<file path="config.mk">
export PLATFORM = sky130hd
export DESIGN_NAME = dp_ir_reg
export DESIGN_NICKNAME = d
export VERILOG_FILES = /design/src/rtl/dp_constants.sv /design/src/rtl/dp_ir_sel_dec.sv /design/src/rtl/dp_ir_reg.sv
export SDC_FILE = /design/constraint.sdc
export NUM_CORES = 1
export LEC_CHECK = 0
export ABC_AREA = 1
export ABC_CLOCK_PERIOD_IN_PS = 2300
export BUFFER_PORTS_ARGS = -buffer_cell sky130_fd_sc_hd__buf_2
export CORE_ASPECT_RATIO = 0.75
export CORE_UTILIZATION = 30
export CTS_BUF_LIST = sky130_fd_sc_hd__clkbuf_8
export CTS_CLUSTER_SIZE = 8
export DETAILED_ROUTE_END_ITERATION = 12
export SLEW_MARGIN = 20
export SYNTH_ARGS = -nofsm -noshare
export SYNTH_HDL_FRONTEND = slang
export SYNTH_SLANG_ARGS = --single-unit
</file>
<file path="constraint.sdc">
create_clock -name tck -period 2.3 [get_ports tck]
set_input_delay 0.46 -clock tck [delete_from_list [all_inputs] [get_ports tck]]
set_output_delay 0.46 -clock tck [all_outputs]
set_load 0.01 [all_outputs]
</file>
<file path="src/rtl/dp_constants.sv">
// Shared debug-port constants: DR select encodings and default IR opcodes.
package dp_constants;

  typedef logic [3:0] sel_t;

  localparam sel_t SEL_BYPASS = 4'b0001;
  localparam sel_t SEL_IDCODE = 4'b0010;
  localparam sel_t SEL_DTMCS  = 4'b0100;
  localparam sel_t SEL_DMI    = 4'b1000;

  localparam int         IR_LEN_DEF = 5;
  localparam logic [4:0] IDCODE_C   = 5'h01;
  localparam logic [4:0] DTMCS_C    = 5'h10;
  localparam logic [4:0] DMI_C      = 5'h11;
  localparam logic [4:0] RSV_LO     = 5'h12;
  localparam logic [4:0] RSV_HI     = 5'h17;
  localparam logic [1:0] IR_CAPTURE = 2'b01;

endpackage

</file>
<file path="src/rtl/dp_ir_sel_dec.sv">
// Combinational decode of an IR code into a DR select and invalid flag.
module dp_ir_sel_dec
  import dp_constants::*;
#(
  parameter int                IR_LEN   = IR_LEN_DEF,
  parameter logic [IR_LEN-1:0] IDCODE_C = IR_LEN'(dp_constants::IDCODE_C),
  parameter logic [IR_LEN-1:0] DTMCS_C  = IR_LEN'(dp_constants::DTMCS_C),
  parameter logic [IR_LEN-1:0] DMI_C    = IR_LEN'(dp_constants::DMI_C),
  parameter logic [IR_LEN-1:0] RSV_LO   = IR_LEN'(dp_constants::RSV_LO),
  parameter logic [IR_LEN-1:0] RSV_HI   = IR_LEN'(dp_constants::RSV_HI)
) (
  input  logic [IR_LEN-1:0] code,
  output logic [3:0]        sel,
  output logic              invalid
);

  logic hit_id;
  logic hit_dt;
  logic hit_dmi;
  logic hit_byp;
  logic byp_raw;

  // Hits are masked into a one-hot set so earlier codes win on overlap.
  assign byp_raw = (code == '0) || (&code) ||
                   ((code >= RSV_LO) && (code <= RSV_HI));
  assign hit_id  = (code == IDCODE_C);
  assign hit_dt  = (code == DTMCS_C) && !hit_id;
  assign hit_dmi = (code == DMI_C) && !hit_id && !hit_dt;
  assign hit_byp = byp_raw && !(hit_id || hit_dt || hit_dmi);

  always_comb begin
    sel     = SEL_IDCODE;
    invalid = 1'b0;
    unique case (1'b1)
      hit_id:  sel = SEL_IDCODE;
      hit_dt:  sel = SEL_DTMCS;
      hit_dmi: sel = SEL_DMI;
      hit_byp: sel = SEL_BYPASS;
      default: begin
        sel     = SEL_IDCODE;
        invalid = 1'b1;
      end
    endcase
  end

endmodule

</file>
<file path="src/rtl/dp_ir_reg.sv">
// JTAG instruction register: capture/shift/update chain, latch and
// registered DR select decode with sticky invalid flag.
module dp_ir_reg
  import dp_constants::*;
#(
  parameter int                IR_LEN   = IR_LEN_DEF,
  parameter logic [IR_LEN-1:0] IDCODE_C = IR_LEN'(dp_constants::IDCODE_C),
  parameter logic [IR_LEN-1:0] DTMCS_C  = IR_LEN'(dp_constants::DTMCS_C),
  parameter logic [IR_LEN-1:0] DMI_C    = IR_LEN'(dp_constants::DMI_C),
  parameter logic [IR_LEN-1:0] RSV_LO   = IR_LEN'(dp_constants::RSV_LO),
  parameter logic [IR_LEN-1:0] RSV_HI   = IR_LEN'(dp_constants::RSV_HI)
) (
  input  logic              tck,
  input  logic              trst,
  input  logic              tlr,
  input  logic              capture_ir,
  input  logic              shift_ir,
  input  logic              update_ir,
  input  logic              tdi,
  output logic              ir_tdo,
  output logic [IR_LEN-1:0] ir_value,
  output logic [3:0]        bsr_sel,
  output logic              ir_upd,
  output logic              ir_invalid
);

  localparam logic [IR_LEN-1:0] CAP = IR_LEN'(IR_CAPTURE);

  logic [IR_LEN-1:0] sr;
  logic [3:0]        dec_sel;
  logic              dec_bad;

  dp_ir_sel_dec #(
    .IR_LEN   (IR_LEN),
    .IDCODE_C (IDCODE_C),
    .DTMCS_C  (DTMCS_C),
    .DMI_C    (DMI_C),
    .RSV_LO   (RSV_LO),
    .RSV_HI   (RSV_HI)
  ) u_dec (
    .code    (sr),
    .sel     (dec_sel),
    .invalid (dec_bad)
  );

  assign ir_tdo = sr[0];

  // TLR behaves like trst: any partial scan is discarded.
  always_ff @(posedge tck) begin
    if (trst || tlr) begin
      sr         <= CAP;
      ir_value   <= IDCODE_C;
      bsr_sel    <= SEL_IDCODE;
      ir_upd     <= 1'b0;
      ir_invalid <= 1'b0;
    end else begin
      ir_upd <= update_ir;
      if (update_ir) begin
        ir_value <= sr;
        bsr_sel  <= dec_sel;
        if (dec_bad) ir_invalid <= 1'b1;
      end else if (capture_ir) begin
        sr <= CAP;
      end else if (shift_ir) begin
        sr <= {tdi, sr[IR_LEN-1:1]};
      end
    end
  end

endmodule
</file>
Word level (Yosys, flattened, before mapping)
Index checks and enable logic that the tools add are counted.
{ "totals": {"regBits": 16, "input_bits": 7, "output_inout_bits": 12, "word_cells": 34} }
{ "op_classes": {"magnitude_cmp": 2, "n_eq_ne": 3, "mux": 3, "bitwise": 2, "reduce_logical": 19} }
{ "ops": {"columns": ["cell", "n"], "rows": [
  ["one-hot mux 4 bit (3 select lines)", 1],
  ["== test 5 bit (second input constant)", 2],
  ["two-way mux 5 bit", 2],
  ["== test 5 x 1 -> 1 bit (second input constant)", 1],
  ["greater-or-equal comparator 5 bit (second input constant)", 1],
  ["less-or-equal comparator 5 bit (second input constant)", 1],
  ["logical AND 1 bit", 5],
  ["logical NOT 5 bit", 1],
  ["logical OR 1 bit", 5],
  ["AND reduction 5 bit", 1],
  ["AND reduction 2 bit", 2],
  ["OR reduction 4 bit", 1],
  ["logical NOT 1 bit", 3],
  ["NOT 1 bit", 2],
  ["nonzero test 2 bit", 1]
]} }

Longest topological paths before layout
Gate-level depths: netlist (run 1).
{ "depth": {"word_depth": 11, "depth_mapped": 7, "depth_no_buf": 7} }

Modules after synthesis
From an unflattened synthesis (run 1), not the netlist that was laid out.
{ "unflattened": {"cells_unflattened": 104, "hier_area_um2": 762.0} }
{ "by_module_without_submodules": {"columns": ["mod", "n_inst", "cells_per_inst", "area_each_um2", "seq_area_each_um2"], "rows": [
  ["dp_ir_reg", 1, 82, 659.4, 320.3],
  ["dp_ir_sel_dec", 1, 22, 102.6, 0.0]
]} }

Worst setup path after synthesis (run 1)
No wires, ideal clock.
{ "synth_path": {"kind": "input-to-reg", "from": "input capture_ir", "to": "register sr[0]", "setup_ns": 0.134, "arrival_ns": 0.929, "required_time_ns": 2.166, "path_slack_ns": 1.237, "stages": 4, "n_path_buf": 0, "path_cell_list": "o21ai_2 > inv_2 > o21ai_0 > o211ai_1"} }
{ "synth_via": {"elab_chain_cells": 2, "word_cells_on_any_way": 3, "classes_between": "mux (1); reduce/logical (2)"} }
{ "synth_rtl": {"columns": ["item", "line_no", "source"], "rows": [
  ["from (decl)", "dp_ir_reg.sv:16", "input logic capture_ir,"],
  ["nonzero test 2 bit (no source line)", null, null],
  ["AND reduction 2 bit (no source line)", null, null],
  ["to (signal assigned)", "dp_ir_reg.sv:65", "sr <= {tdi, sr[IR_LEN-1:1]};"],
  ["to (decl)", "dp_ir_reg.sv:29", "logic [IR_LEN-1:0] sr;"]
]} }
Several ways; a longest one is shown, not always the timed one.
A chain may end at the register's enable or synchronous reset.

Final worst setup path (run 1)
{ "layout_path": {"from": "register sr[0]", "to": "output ir_tdo"} }
{ "layout_rtl": {"columns": ["item", "line_no", "source"], "rows": [
  ["to (decl)", "dp_ir_reg.sv:20", "output logic ir_tdo,"]
]} }
No word-level cell between the ends.

==> run summary, run 1 <==
Status -> finished, final reports clean
TNS Setup -> 0 ps
Max Cap Viol -> 0
Type of the worst setup path -> reg2out
RSZ-0062 raised after global routing -> no
Startpoint type of the worst setup path -> flip-flop
Post-route DRC -> 0
Worst-path clk slew -> 60 ps
Worst endpoint required time -> 1840 ps
Starting density of the core -> 0.318
# nets final -> 110
Gate power share -> 0.097
CP top delay family -> flip-flops
GRT overflow -> 0
Period minus WS final -> 1230 ps
Clock power frac -> 0.379
Routed vias/inst -> 4.77
Maximum clock path buffer count -> 2
Clock Skews -> 0.785 ps
Post-route setup slack -> 1070 ps
First-pass GRT wire length -> 2.21 mm
FMAX -> 813 MHz
Die Height -> 41.9 um
Final instance area -> 792 um2
CP max stage cell -> dfxtp_1
Final number of max-transition violations -> 0
Vias in the first global route -> 497
Worst skew pair latency -> 250 ps
Leading area contributor after synthesis -> dfxtp_1
Largest net degree at the start of global routing -> 14
Share of layout cells above drive strength 1 -> 0.277
PwrDens -> 701 nW/um2
Initial antenna violation count -> 0
Area share of the largest cell type after synthesis -> 0.504
CP peak stage delay -> 370 ps
Worst setup EP type -> output port
IO buf count -> 18
Seq cells post-synth -> 16
H-tree levels -> 1
Core area -> 2000 um2
Iteration-0 DRC Markers -> 12
Post-synth net total -> 88
Hold Buf Count CTS -> 0
Post-DP Area -> 751 um2
XOR/XNOR share of the synthesized area -> 0
Slew margin rel. -> 0.787
P&R area growth vs syn -> 24.6%
Via count -> 596
Synth warn -> 0
Leakage power -> 0.000358 uW
FP Rows -> 14
Total track usage -> 0.136
Post-route ant nets -> 0
HP Class -> reg2reg
Mapped Area -> 636 um2
CTS tree -> yes
Crit-path max FO -> 4
CTS root buffer -> clkbuf_8
Worst EP arrival -> 770 ps
Cells after synthesis -> 81
Die Area -> 2310 um2
Setup WS pre-CTS -> 934 ps
Drt total wl -> 1.32 mm
Drt first pass iters -> 4
Synth area leaders -> dfxtp_1 50%, a21oi_1 7.9%, nand2_1 6.5%, nor2_1 6.5%, o21ai_0 4.7%
Setup violators final -> 0
Ant diodes -> 0
Final period utilization -> 0.535
CTS resizes -> 0
Largest family of logic cells by synthesized area -> simple AND/OR/NAND/NOR gates
WL/cell -> 10.6 um
CP cell instances -> buf_2
Hpwl dp -> 991 um
Die Span X -> 55.2 um
Synth Area in Compound Gates -> 0.215
Cell Int Power -> 421 uW
Unique masters post-synth -> 17
Mux cell area share after synthesis -> 0
Sequential-to-total area share from yosys stat -> 0.504
Sequential share of power -> 0.524
I/O pin cnt -> 19
Commonest cells after routing, fill and taps aside -> 18 x buf_2, 16 x dfxtp_1, 11 x nand2_1, 11 x nor2_1, 10 x a21oi_1
Avg Synthesized Cell Area -> 7.85 um2
Num CTS Buffers -> 3
Sw frac -> 0.241
Clock sink count -> 16
Simple-gate share of the synthesized area -> 0.215
Post-Synth Adder-Cell Area -> 0
Worst Tran Pin Value -> 319 ps
Commonest non-fill, non-tap cell in the layout -> buf_2
Worst vdd ir -> 0.000427 V
Net Switching -> 134 uW
Buf/Inv on CP -> 1
Total count of hold-check failures in the final report -> 0
GPL Wtd Cong -> 0.858
Post-CTS Setup Bufs -> 0
## cell families (layout without fill, tap and decap cells)
| group | count (synthesis) | in the layout |
|---|---|---|
| compound gates | 24 | 24 |
| buf+inv | 11 | 31 |
| flops | 16 | 16 |
| simple gates | 30 | 30 |
## tightest hold or removal path: stages (launching register included)
cell     delay (ps)
dfxtp_1         300
nand2_1          60
a21oi_1          50
## metrics by stage
stage / utilization / cells / total power [uW] / hold slack, ps
2_1_floorplan: - / 81 / 331 / 483
3_3_place_gp: 0.376 / 122 / 351 / 452
3_5_place_dp: 0.376 / 122 / 351 / 461
4_1_cts: 0.397 / 125 / 563 / 470
5_1_grt: 0.397 / 125 / 584 / 489
6_report: 0.397 / 125 / 555 / 460
## state kept, by name, summed over array words and instances (netlist names)
register and cells:
ir_invalid 1, bsr_sel 4, sr 5, ir_upd 1, ir_value 5
## synthesized netlist by cell type, drive strengths merged
cell     n
dfxtp   16
nor2    13
nand2   11
a21oi   10
inv     10
o21ai    9
nand3    5
a211oi   3
o211ai   2
buf      1
nand4    1
## power by group through the flow
stage	Sequential [uW]	Clock [uW]	Combinational [uW]
after floorplan	300	0	31.7
after global placement	297	0	54.1
after detailed placement	297	0	53.9
after CTS	291	218	54.2
after global routing	292	231	60.9
final	291	210	53.9
## routing by layer
layer  global-route usage  part of all wire  up-vias
met5                    0                 0        -
met4               0.0300            0.0076        0
met3               0.0769             0.070        2
met2                0.173              0.38       19
met1                0.196              0.55      264
li1                     -                 -      311
## layout make-up
cell class	count	area [um2]
clock buffer	3	41.3
fill	223	1200
inverter	10	37.5
multi-input combinational	54	273
sequential	16	320
tap	24	30.0
timing repair buffer	18	90.1
## final timing paths
| check | start | to | slack, ps | depth (start not counted) |
|---|---|---|---|---|
| max | sr[0] | ir_tdo | 1070 | 1 |
| min | ir_value[3] | ir_value[3] | 460 | 2 |
| max reg2reg | sr[4] | ir_invalid | 1220 | 7 |
| min reg2reg | ir_value[3] | ir_value[3] | 460 | 2 |
Power figures use the tool's default switching activity.
==> inputs of run 2 (changes only) <==
- ABC_CLOCK_PERIOD_IN_PS: 2300 -> 1200
- clock period: 2.3 -> 1.2 ns (I/O delays scaled with it)
==> run 2 against run 1 <==
Effect of this change:
- register-to-register slack got worse by 1100 ps
- clock skew increased by 3.2 ps
- hold slack lost 220 ps
- core utilization grew 1.8 points
- setup slack lost 930 ps
- flip-flop and latch count is the same
- critical endpoint is now ir_invalid
- largest power group unchanged
==> run summary, run 2 (synthesis gave the netlist of run 1 again) <==
Period minus WS final -> 1060 ps
IO buf count -> 18
GPL Wtd Cong -> 0.746
Worst EP arrival -> 1200 ps
Hold path cells -> 3
Sequential Area -> 320 um2
Commonest non-fill, non-tap cell in the layout -> buf_2
Commonest cells after routing, fill and taps aside -> 18 x buf_2, 16 x dfxtp_1, 11 x nand2_1, 11 x nor2_1, 10 x a21oi_1
Total track usage -> 0.147
Worst setup EP type -> flip-flop
Leakage power -> 0.000380 uW
PwrDens -> 1380 nW/um2
Post-route setup slack -> 140 ps
Drt first pass iters -> 4
Final instance area -> 828 um2
Setup WS pre-CTS -> 138 ps
Hold Buf Count CTS -> 0
Final period utilization -> 0.884
Clock Skews -> 3.96 ps
Final number of max-transition violations -> 0
Slew margin rel. -> 0.784
R2r startpoint -> sr[3]
Net Switching -> 262 uW
Sequential share of power -> 0.487
Area occupied by multi-input gates -> 273 um2
Worst vdd ir -> 0.000924 V
FMAX -> 943 MHz
Worst skew pair latency -> 250 ps
Ant diodes -> 0
Post-route DRC -> 0
Max Cap Viol -> 0
Worst Reg2Reg Path Length in Cells -> 7
CTS tree -> yes
Hpwl dp -> 1.04 mm
Gate power share -> 0.098
Die Span X -> 55.2 um
# nets final -> 113
RSZ-0062 raised after global routing -> no
Clock sink count -> 16
Post-Place Cells -> 125
Worst endpoint required time -> 1340 ps
Worst hold slack -> 239 ps
Sw frac -> 0.229
WL/cell -> 10.8 um
Vias in the first global route -> 551
Die Area -> 2310 um2
Finished Layout Cells -> 129
Num CTS Buffers -> 3
P&R area growth vs syn -> 30.3%
Type of the worst setup path -> reg2reg
I/O pin cnt -> 19
Starting density of the core -> 0.318
Routed vias/inst -> 4.66
FP Rows -> 14
Post-CTS Setup Bufs -> 0
Post-DP Area -> 773 um2
Worst-path clk slew -> 60 ps
H-tree levels -> 1
Top flop regs -> ir_value (5), sr (5), bsr_sel (4)
Cell Int Power -> 881 uW
TNS Setup -> 0 ps
Status -> finished, final reports clean
HP Class -> in2reg
Die Height -> 41.9 um
Total count of hold-check failures in the final report -> 0
Worst Tran Pin Value -> 324 ps
GRT overflow -> 0
Drt total wl -> 1.39 mm
Post-route ant nets -> 0
CTS root buffer -> clkbuf_8
Setup violators final -> 0
Largest net degree at the start of global routing -> 13
Core area -> 2000 um2
Iteration-0 DRC Markers -> 15
Via count -> 601
Initial antenna violation count -> 0
Startpoint type of the worst setup path -> flip-flop
Crit path from -> sr[3]
Maximum clock path buffer count -> 2
Crit-path max FO -> 7
Clock power frac -> 0.415
Share of layout cells above drive strength 1 -> 0.305
Fill cells -> 230
First-pass GRT wire length -> 2.40 mm
Hold_sp -> trst
CTS resizes -> 0
run 2: final cells by class:
type	count	share of cell area
Sequential cell	16	0.387
Timing Repair Buffer	21	0.136
Tap cell	24	0.0363
Clock buffer	4	0.0665
Inverter	10	0.0453
Multi-Input combinational cell	54	0.329
run 2: final timing paths:
kind / slack, ps / end
worst max-delay path: 140 / ir_invalid
worst min-delay path: 240 / ir_value[0]
worst max register to register: 140 / ir_invalid
worst min register to register: 460 / ir_value[3]
run 2: worst max-delay path: stages (launching register included):
cell and delay [ps]:
dfxtp_1 460, nand2_1 90, nor2_1 90, nand2_1 70
nand3_2 90, nor2_1 40, nor2_1 80, nor2_1 40
run 2: power by group through the flow:
| stage | Sequential, uW | Clock [uW] | Combinational [uW] |
|---|---|---|---|
| after floorplan | 575 | 0 | 60.7 |
| after global placement | 568 | 0 | 112 |
| after detailed placement | 569 | 0 | 113 |
| after CTS | 557 | 496 | 113 |
| after global routing | 559 | 525 | 128 |
| final | 557 | 475 | 112 |
run 2: metal layers:
| layer | routed length, um | GRT usage |
|---|---|---|
| met1 | 761 | 0.200 |
| met2 | 533 | 0.207 |
| met3 | 98 | 0.0769 |
| met4 | 0 | 0.0300 |
| met5 | 0 | 0 |
run 2: per-stage QoR:
stage | power (uW) | utilization
5_1_grt | 1210 | 0.415
2_1_floorplan | 635 | -
6_report | 1140 | 0.415
3_3_place_gp | 680 | 0.387
3_5_place_dp | 681 | 0.387
4_1_cts | 1170 | 0.415
